<file path="config.mk">
export PLATFORM = sky130hd
export DESIGN_NAME = cacheline_mem_arbiter
export DESIGN_NICKNAME = d
export VERILOG_FILES = /design/src/rtl/cacheline_mem_arbiter.sv
export SDC_FILE = /design/constraint.sdc
export NUM_CORES = 1
export LEC_CHECK = 0
export ABC_CLOCK_PERIOD_IN_PS = 3300
export BUFFER_PORTS_ARGS = -buffer_cell sky130_fd_sc_hd__buf_2
export CAP_MARGIN = 40
export CORE_AREA = 3 3 637 639
export CTS_CLUSTER_DIAMETER = 80
export DETAILED_ROUTE_END_ITERATION = 8
export DIE_AREA = 0 0 640 642
export PLACE_DENSITY = 0.3
export SLEW_MARGIN = 40
export SYNTH_ARGS = -nofsm -noshare
export SYNTH_HDL_FRONTEND = slang
export SYNTH_SLANG_ARGS = --single-unit
</file>
<file path="constraint.sdc">
create_clock -name clk -period 3.3 [get_ports clk]
set_input_delay 0.165 -clock clk [delete_from_list [all_inputs] [get_ports clk]]
set_output_delay 0.165 -clock clk [all_outputs]
set_load 0.02 [all_outputs]
</file>
<file path="src/rtl/cacheline_mem_arbiter.sv">
// Two-requester round-robin arbiter in front of a single cacheline memory port.
// One outstanding memory transaction at a time, with sticky timeout and protocol error flags.
module cacheline_mem_arbiter #(
   parameter int unsigned TIMEOUT = 64
) (
   input  logic         clk,
   input  logic         rst,
   input  logic [31:0]  r0_addr,
   input  logic         r0_read,
   input  logic         r0_write,
   input  logic [255:0] r0_wdata,
   output logic [255:0] r0_rdata,
   output logic         r0_resp,
   input  logic [31:0]  r1_addr,
   input  logic         r1_read,
   input  logic         r1_write,
   input  logic [255:0] r1_wdata,
   output logic [255:0] r1_rdata,
   output logic         r1_resp,
   output logic [31:0]  mem_addr,
   output logic         mem_read,
   output logic         mem_write,
   output logic [255:0] mem_wdata,
   input  logic [255:0] mem_rdata,
   input  logic         mem_resp,
   output logic         timeout_err,
   output logic         proto_err
);

   // state | meaning
   // IDLE  | no transaction outstanding; arbitrate pending requesters
   // BUSY  | memory request of requester 'grant' outstanding, waiting for mem_resp
   typedef enum logic {IDLE, BUSY} state_t;

   localparam logic [9:0] TMAX = 10'(TIMEOUT);

   state_t      state;
   logic        grant;
   logic        last_grant;
   logic [9:0]  tcount;

   logic        pend0, pend1, bad0, bad1, pick;
   logic        unused_addr_bits;

   // Read and write together is not a legal request and is never arbitrated.
   assign pend0 = r0_read ^ r0_write;
   assign pend1 = r1_read ^ r1_write;
   assign bad0  = r0_read & r0_write;
   assign bad1  = r1_read & r1_write;
   assign pick  = (pend0 && pend1) ? ~last_grant : pend1;

   assign unused_addr_bits = ^{r0_addr[4:0], r1_addr[4:0]};

   assign r0_rdata = mem_rdata;
   assign r1_rdata = mem_rdata;
   assign r0_resp  = (state == BUSY) && !grant && mem_resp;
   assign r1_resp  = (state == BUSY) &&  grant && mem_resp;

   always_ff @(posedge clk) begin
      if (rst) begin
         state       <= IDLE;
         grant       <= 1'b0;
         last_grant  <= 1'b1;
         tcount      <= '0;
         mem_addr    <= '0;
         mem_read    <= 1'b0;
         mem_write   <= 1'b0;
         mem_wdata   <= '0;
         timeout_err <= 1'b0;
         proto_err   <= 1'b0;
      end else begin
         case (state)
            IDLE: begin
               if (bad0 || bad1) proto_err <= 1'b1;
               if (pend0 || pend1) begin
                  state      <= BUSY;
                  grant      <= pick;
                  last_grant <= pick;
                  tcount     <= '0;
                  if (pick) begin
                     mem_addr  <= {r1_addr[31:5], 5'b0};
                     mem_read  <= r1_read;
                     mem_write <= r1_write;
                     mem_wdata <= r1_wdata;
                  end else begin
                     mem_addr  <= {r0_addr[31:5], 5'b0};
                     mem_read  <= r0_read;
                     mem_write <= r0_write;
                     mem_wdata <= r0_wdata;
                  end
               end
            end
            BUSY: begin
               if (mem_resp) begin
                  state     <= IDLE;
                  mem_read  <= 1'b0;
                  mem_write <= 1'b0;
                  tcount    <= '0;
               end else if (tcount != TMAX) begin
                  tcount <= tcount + 10'd1;
                  if (tcount + 10'd1 == TMAX) timeout_err <= 1'b1;
               end else begin
                  timeout_err <= 1'b1;
               end
            end
            default: state <= IDLE;
         endcase
      end
   end

endmodule

</file>
==> results of run 1 <==
==> cells by family after synthesis <==
family,synth area share
other,0.0002214
xor gates and xnor gates,0.001034
and+or+nand+nor,0.2077
muxes,0.001182
adders and majority gates,0.002955
buffers and inverters,0.2741
DFF,0.3546
AOI/OAI and AO/OA,0.1582
==> through the flow <==
stage / worst slack, ps / hold slack (ps) / area [sq um] / total power (W) / std cells
global route: 171.4 / 48.14 / 31020 / 0.01534 / 8380
floorplan: 1697 / 324.0 / 16950 / 0.007452 / 2222
finish: 396.9 / 24.55 / 31080 / 0.01449 / 8406
detailed placement: 908.2 / 330.2 / 23720 / 0.008547 / 7704
global placement: 920.9 / 330.2 / 23700 / 0.008514 / 7703
CTS: 415.8 / 31.65 / 30970 / 0.01493 / 8360
==> state kept, by name (all words and copies together) (netlist names) <==
name and flops:
timeout_err 1, state 1, mem_wdata 256, mem_read 1, mem_write 1, proto_err 1, grant 1, mem_addr 27
tcount 10, last_grant 1
==> final cells by class <==
| type | count | area [sq um] | area share |
|---|---|---|---|
| diodes | 46 | 115.1 | 0.003703 |
| clock buffers | 68 | 1365 | 0.04392 |
| clock inverters | 13 | 125.1 | 0.004025 |
| inverters | 3 | 11.26 | 0.0003623 |
| multi-input cells | 1241 | 6324 | 0.2034 |
| flip-flops and latches | 300 | 6006 | 0.1932 |
| well taps | 5265 | 6588 | 0.2119 |
| repair buffers | 1470 | 10550 | 0.3394 |
==> path summary, 6_finish.rpt <==
kind | from | to | cells after the start
setup / recovery | r0_read | mem_wdata[50] | 10
hold / removal | r1_wdata[219] | mem_wdata[219] | 3
setup reg to reg | state | mem_wdata[50] | 6
hold reg to reg | proto_err | proto_err | 2
==> worst max-delay path, stage by stage <==
cell and delay, ps:
dlygate4sd3_1 660, buf_2 180, ha_1 390, nor2_1 120, nor2_4 350, buf_12 230
buf_4 390, nor2_1 90, a311oi_1 270, dlygate4sd3_1 590
==> routing by layer <==
| metal | vias up | GRT usage | share of wire |
|---|---|---|---|
| li1 | 8729 | - | - |
| met1 | 9417 | 0.08895 | 0.28 |
| met2 | 1863 | 0.1805 | 0.47 |
| met3 | 590 | 0.1035 | 0.21 |
| met4 | 130 | 0.03095 | 0.038 |
| met5 | - | 0.01122 | 0.0061 |
==> cell usage in the layout (no fill, tap or decap), drive strengths merged, types with 2 or more instances in the layout <==
cell         instances
a21oi               12
a311oi             286
a31oi                4
a41oi                2
and2                 2
and3                 4
buf                895
clkbuf              68
clkinv               5
clkinvlp             5
conb                 5
dfxtp              300
diode               46
dlygate4sd3        575
ha                   4
inv                  6
mux2i                2
nand2              579
nand2b               2
nand3                6
nand4                4
nor2               306
nor3                 4
o21ai                4
xnor2                2
==> power breakdown <==
part | switching (W) | internal [W]
Clock | 0.00221 | 0.00286
Combinational | 0.00293 | 0.00203
Sequential | 0.000311 | 0.00415
Total | 0.00546 | 0.00903
==> timing repair <==
| action | 4_1_cts | 5_1_grt |
|---|---|---|
| buffers inserted | 0 | 0 |
| setup endpoints to repair | 0 | 0 |
| hold endpoints to repair | 297 | 0 |
| hold buffers | 575 | 0 |
==> flow_summary.yaml, run 1 <==
global_route:
  overflow: 0
  grt_pass1_vias: 20190
  grt_use_total: 0.1081
  grt_first_pass_wirelength_microns: 276600
  grt_max_degree: 131
  antenna_found_initial: 204
detailed_routing:
  vias: 20730
  drt_iter0_drc: 1581
  via_per_inst: 2.466
  drc: 0
  drtAntennaViolNets: 0
  finalWirelength_microns: 231300
  wl_per_cell_microns: 27.52
  dr.pass1.iters: 5
setup_path:
  ff2ff_setup_slack_ps: 730
  critical_path_arrival_ps: 3510
  worstSetupPathType: "in2reg"
  startpoint_type: "primary input"
  crit_fanout: 37
  end_kind: "register"
  crit_required_ps: 3910
clock_tree:
  post_cts_resized: 0
  cts.sinks: 300
  clockBufferDepth: 3
  cts.htree.levels: 2
  cts_tree: "built"
  numCtsBuffers: 47
  clk_latency_ps: 700
  root_buffer: "clkbuf_16"
  clk_pin_slew_ps: 60
floorplanning:
  fp.dieH_microns: 642
  core_sq_um: 399700
  die_w_microns: 640
  dieArea_sq_um: 410900
  io_pins: 1645
  start_util: 0.04237
  floorplan.rows: 232
synthesis:
  syn_area_sq_um: 16940
  yosys-top-cells-area: "dfxtp_1 (35%), buf_4 (23%), a311oi_1 (15%)"
  yosysSeqAreaShare: 0.3546
  syn_area_per_cell_sq_um: 7.636
  synth_ff_type: "dfxtp_1"
  async_flop_share: 0
  ys_ff_latch: 300
  yosys_warnings: 0
  synth_cell_types: 39
  netlist_instances: 2218
  yosys.cell_count.top_type: "nand2_1"
  yosys.area.top_type_share: 0.3546
  synth_edf_count: 0
  synth_top_area_cell: "dfxtp_1"
  netlist_top_cells_count: "nand2_1 (579), buf_4 (518), nor2_1 (305)"
sta:
  rsz0062_at_grt: "no"
  finalCritPeriodShare: 0.8797
  setup_tns_ps: 0
  worst_pin_slew_ps: 640.3
  maxSlewHeadroom: 0.5732
  setup_viol: 0
  hold_viol_final: 0
  fin_worst_skew_ps: 42.38
  fin_crit_ps: 2903
  fmax_ghz: 0.3445
  drv_slew: 0
place:
  dpl.hpwl_microns: 205400
  port_buffers: 861
  gp_congestion: 0.8495
final_layout:
  fin_util: 0.07776
  finalNetCount: 3906
  fillCellCount: 47040
  drive_gt1_frac: 0.3144
  area_growth_pct: 83.53
power:
  vdd_drop_max_mv: 0.3952
  powerDensity_nw_per_um2: 466.2
  cellLeakagePower_nw: 12.34
outcome:
  status: "complete, no violations"
min_path:
  min_path_type: "in2reg"
job:
  drv_cap: 0
Power figures use the tool's default switching activity.
==> run 2, diff against run 1 <==
==> constraint.sdc (replaced) <==
create_clock -name clk -period 3.3 [get_ports clk]
set_input_delay 0.33 -clock clk [delete_from_list [all_inputs] [get_ports clk]]
set_output_delay 0.33 -clock clk [all_outputs]
set_load 0.02 [all_outputs]
==> flow_summary.yaml, run 2 (synthesis results as in run 1) <==
outcome:
  status: "complete, no violations"
global_route:
  overflow: 0
  grt_max_degree: 127
  grt_use_total: 0.1081
  grt_first_pass_wirelength_microns: 276800
  grt_pass1_vias: 20250
  antenna_found_initial: 201
setup_path:
  crit_required_ps: 3940
  end_kind: "register"
  worst-r2r-cell-count: 7
  critical_path_arrival_ps: 3550
  startpoint_type: "primary input"
  worstSetupPathType: "in2reg"
  crit_fanout: 47
sta:
  fin_crit_ps: 2911
  fmax_ghz: 0.3435
  drv_slew: 0
  setup_tns_ps: 0
  worst_pin_slew_ps: 568.8
  fin_worst_skew_ps: 29.93
  hold_viol_final: 0
  finalCritPeriodShare: 0.8821
  setup_viol: 0
  maxSlewHeadroom: 0.6208
  rsz0062_at_grt: "no"
place:
  dpl.hpwl_microns: 205500
  gp_congestion: 0.8402
  placed_area_sq_um: 23800
  port_buffers: 861
floorplanning:
  die_w_microns: 640
  io_pins: 1645
  fp.dieH_microns: 642
  floorplan.rows: 232
  start_util: 0.04237
  core_sq_um: 399700
  dieArea_sq_um: 410900
power:
  powerDensity_nw_per_um2: 478.5
  vdd_drop_max_mv: 0.3832
  cellLeakagePower_nw: 12.38
clock_tree:
  post_cts_resized: 0
  postCtsHoldBufs: 557
  clockBufferDepth: 3
  numCtsBuffers: 49
  clk_latency_ps: 700
  cts_tree: "built"
  root_buffer: "clkbuf_16"
  cts.sinks: 300
  cts_setup_buffers: 0
  clk_pin_slew_ps: 60
  cts.htree.levels: 2
final_layout:
  largest_register_ff_count: 256
  final_cell_mix: "buf_2 (860), nand2_1 (578), dlygate4sd3_1 (557)"
  top_register: "mem_wdata"
  area_growth_pct: 83.75
  fillCellCount: 47000
  reg_top3: "mem_wdata: 256 flops, mem_addr: 27 flops, tcount: 10 flops"
  finalNetCount: 3898
  drive_gt1_frac: 0.3199
  final_common_cell: "buf_2"
  design_area_sq_um: 31120
detailed_routing:
  dr.pass1.iters: 6
  drt_iter0_drc: 1464
  drtAntennaViolNets: 0
  drc: 0
  vias: 20900
  finalWirelength_microns: 231300
  via_per_inst: 2.487
  wl_per_cell_microns: 27.53
job:
  drv_cap: 0
min_path:
  hold_path_depth: 3
  min_path_type: "in2reg"
==> run 2: cell count changes in the layout (fill, tap and decap cells not counted), moves of 2 or more <==
cell,change
inv_6,+3
clkbuf_16,+3
dlygate4sd3_1,-18
clkinvlp_4,-2
bufinv_16,+2
diode_2,-3
clkinv_2,+3
buf_4,+7
clkinv_4,+2
==> run 2: power by group <==
part	switching, W	internal [W]	leakage, nW
combinational	0.00295	0.00201	9.09
sequential	0.000301	0.00414	2.49
clock	0.00231	0.00318	0.800
total	0.00556	0.00933	12.4
==> run 2: cell type report <==
type	count	area (sq um)	area share
Clock buffer	71	1430	0.04595
Sequential cell	300	6006	0.1930
Clock inverter	20	212.7	0.006835
Multi-Input combinational cell	1241	6324	0.2032
Tap cell	5265	6588	0.2117
Inverter	3	11.26	0.0003618
Timing Repair Buffer	1460	10440	0.3355
Antenna cell	43	107.6	0.003458
==> run 2: stage by stage <==
stage	worst slack [ps]	hold WS (ps)	instances	total power, W	util
after floorplan	1650	469.0	2222	0.007452	-
after global placement	833.2	470.8	7711	0.008546	0.05946
after detailed placement	815.0	474.7	7712	0.008576	0.05953
after CTS	461.7	0.7180	8360	0.01529	0.07759
after global routing	211.5	50.40	8373	0.01575	0.07767
final	388.9	83.36	8403	0.01489	0.07786
==> run 2: metal layers <==
layer	wire, microns	vias up	part of all wire	global-route usage
met3	47220	605	0.20	0.1004
met4	9411	122	0.041	0.03159
met2	107000	1948	0.46	0.1803
li1	-	8711	-	-
met5	1244	-	0.0054	0.007599
met1	66400	9515	0.29	0.09116
==> run 2: worst paths after layout <==
kind / from / endpoint / slack (ps)
worst max-delay path: r1_read / mem_wdata[47] / 390
worst min-delay path: r1_wdata[6] / mem_wdata[6] / 80
worst max register to register: last_grant / mem_wdata[39] / 800
worst min register to register: proto_err / proto_err / 480
==> run 2: worst max-delay path: stages <==
cell and delay, ps:
dlygate4sd3_1 610, buf_2 160, ha_1 390, a21boi_4 340, buf_12 250, buf_12 270, nand2_1 190, a311oi_1 310
dlygate4sd3_1 580
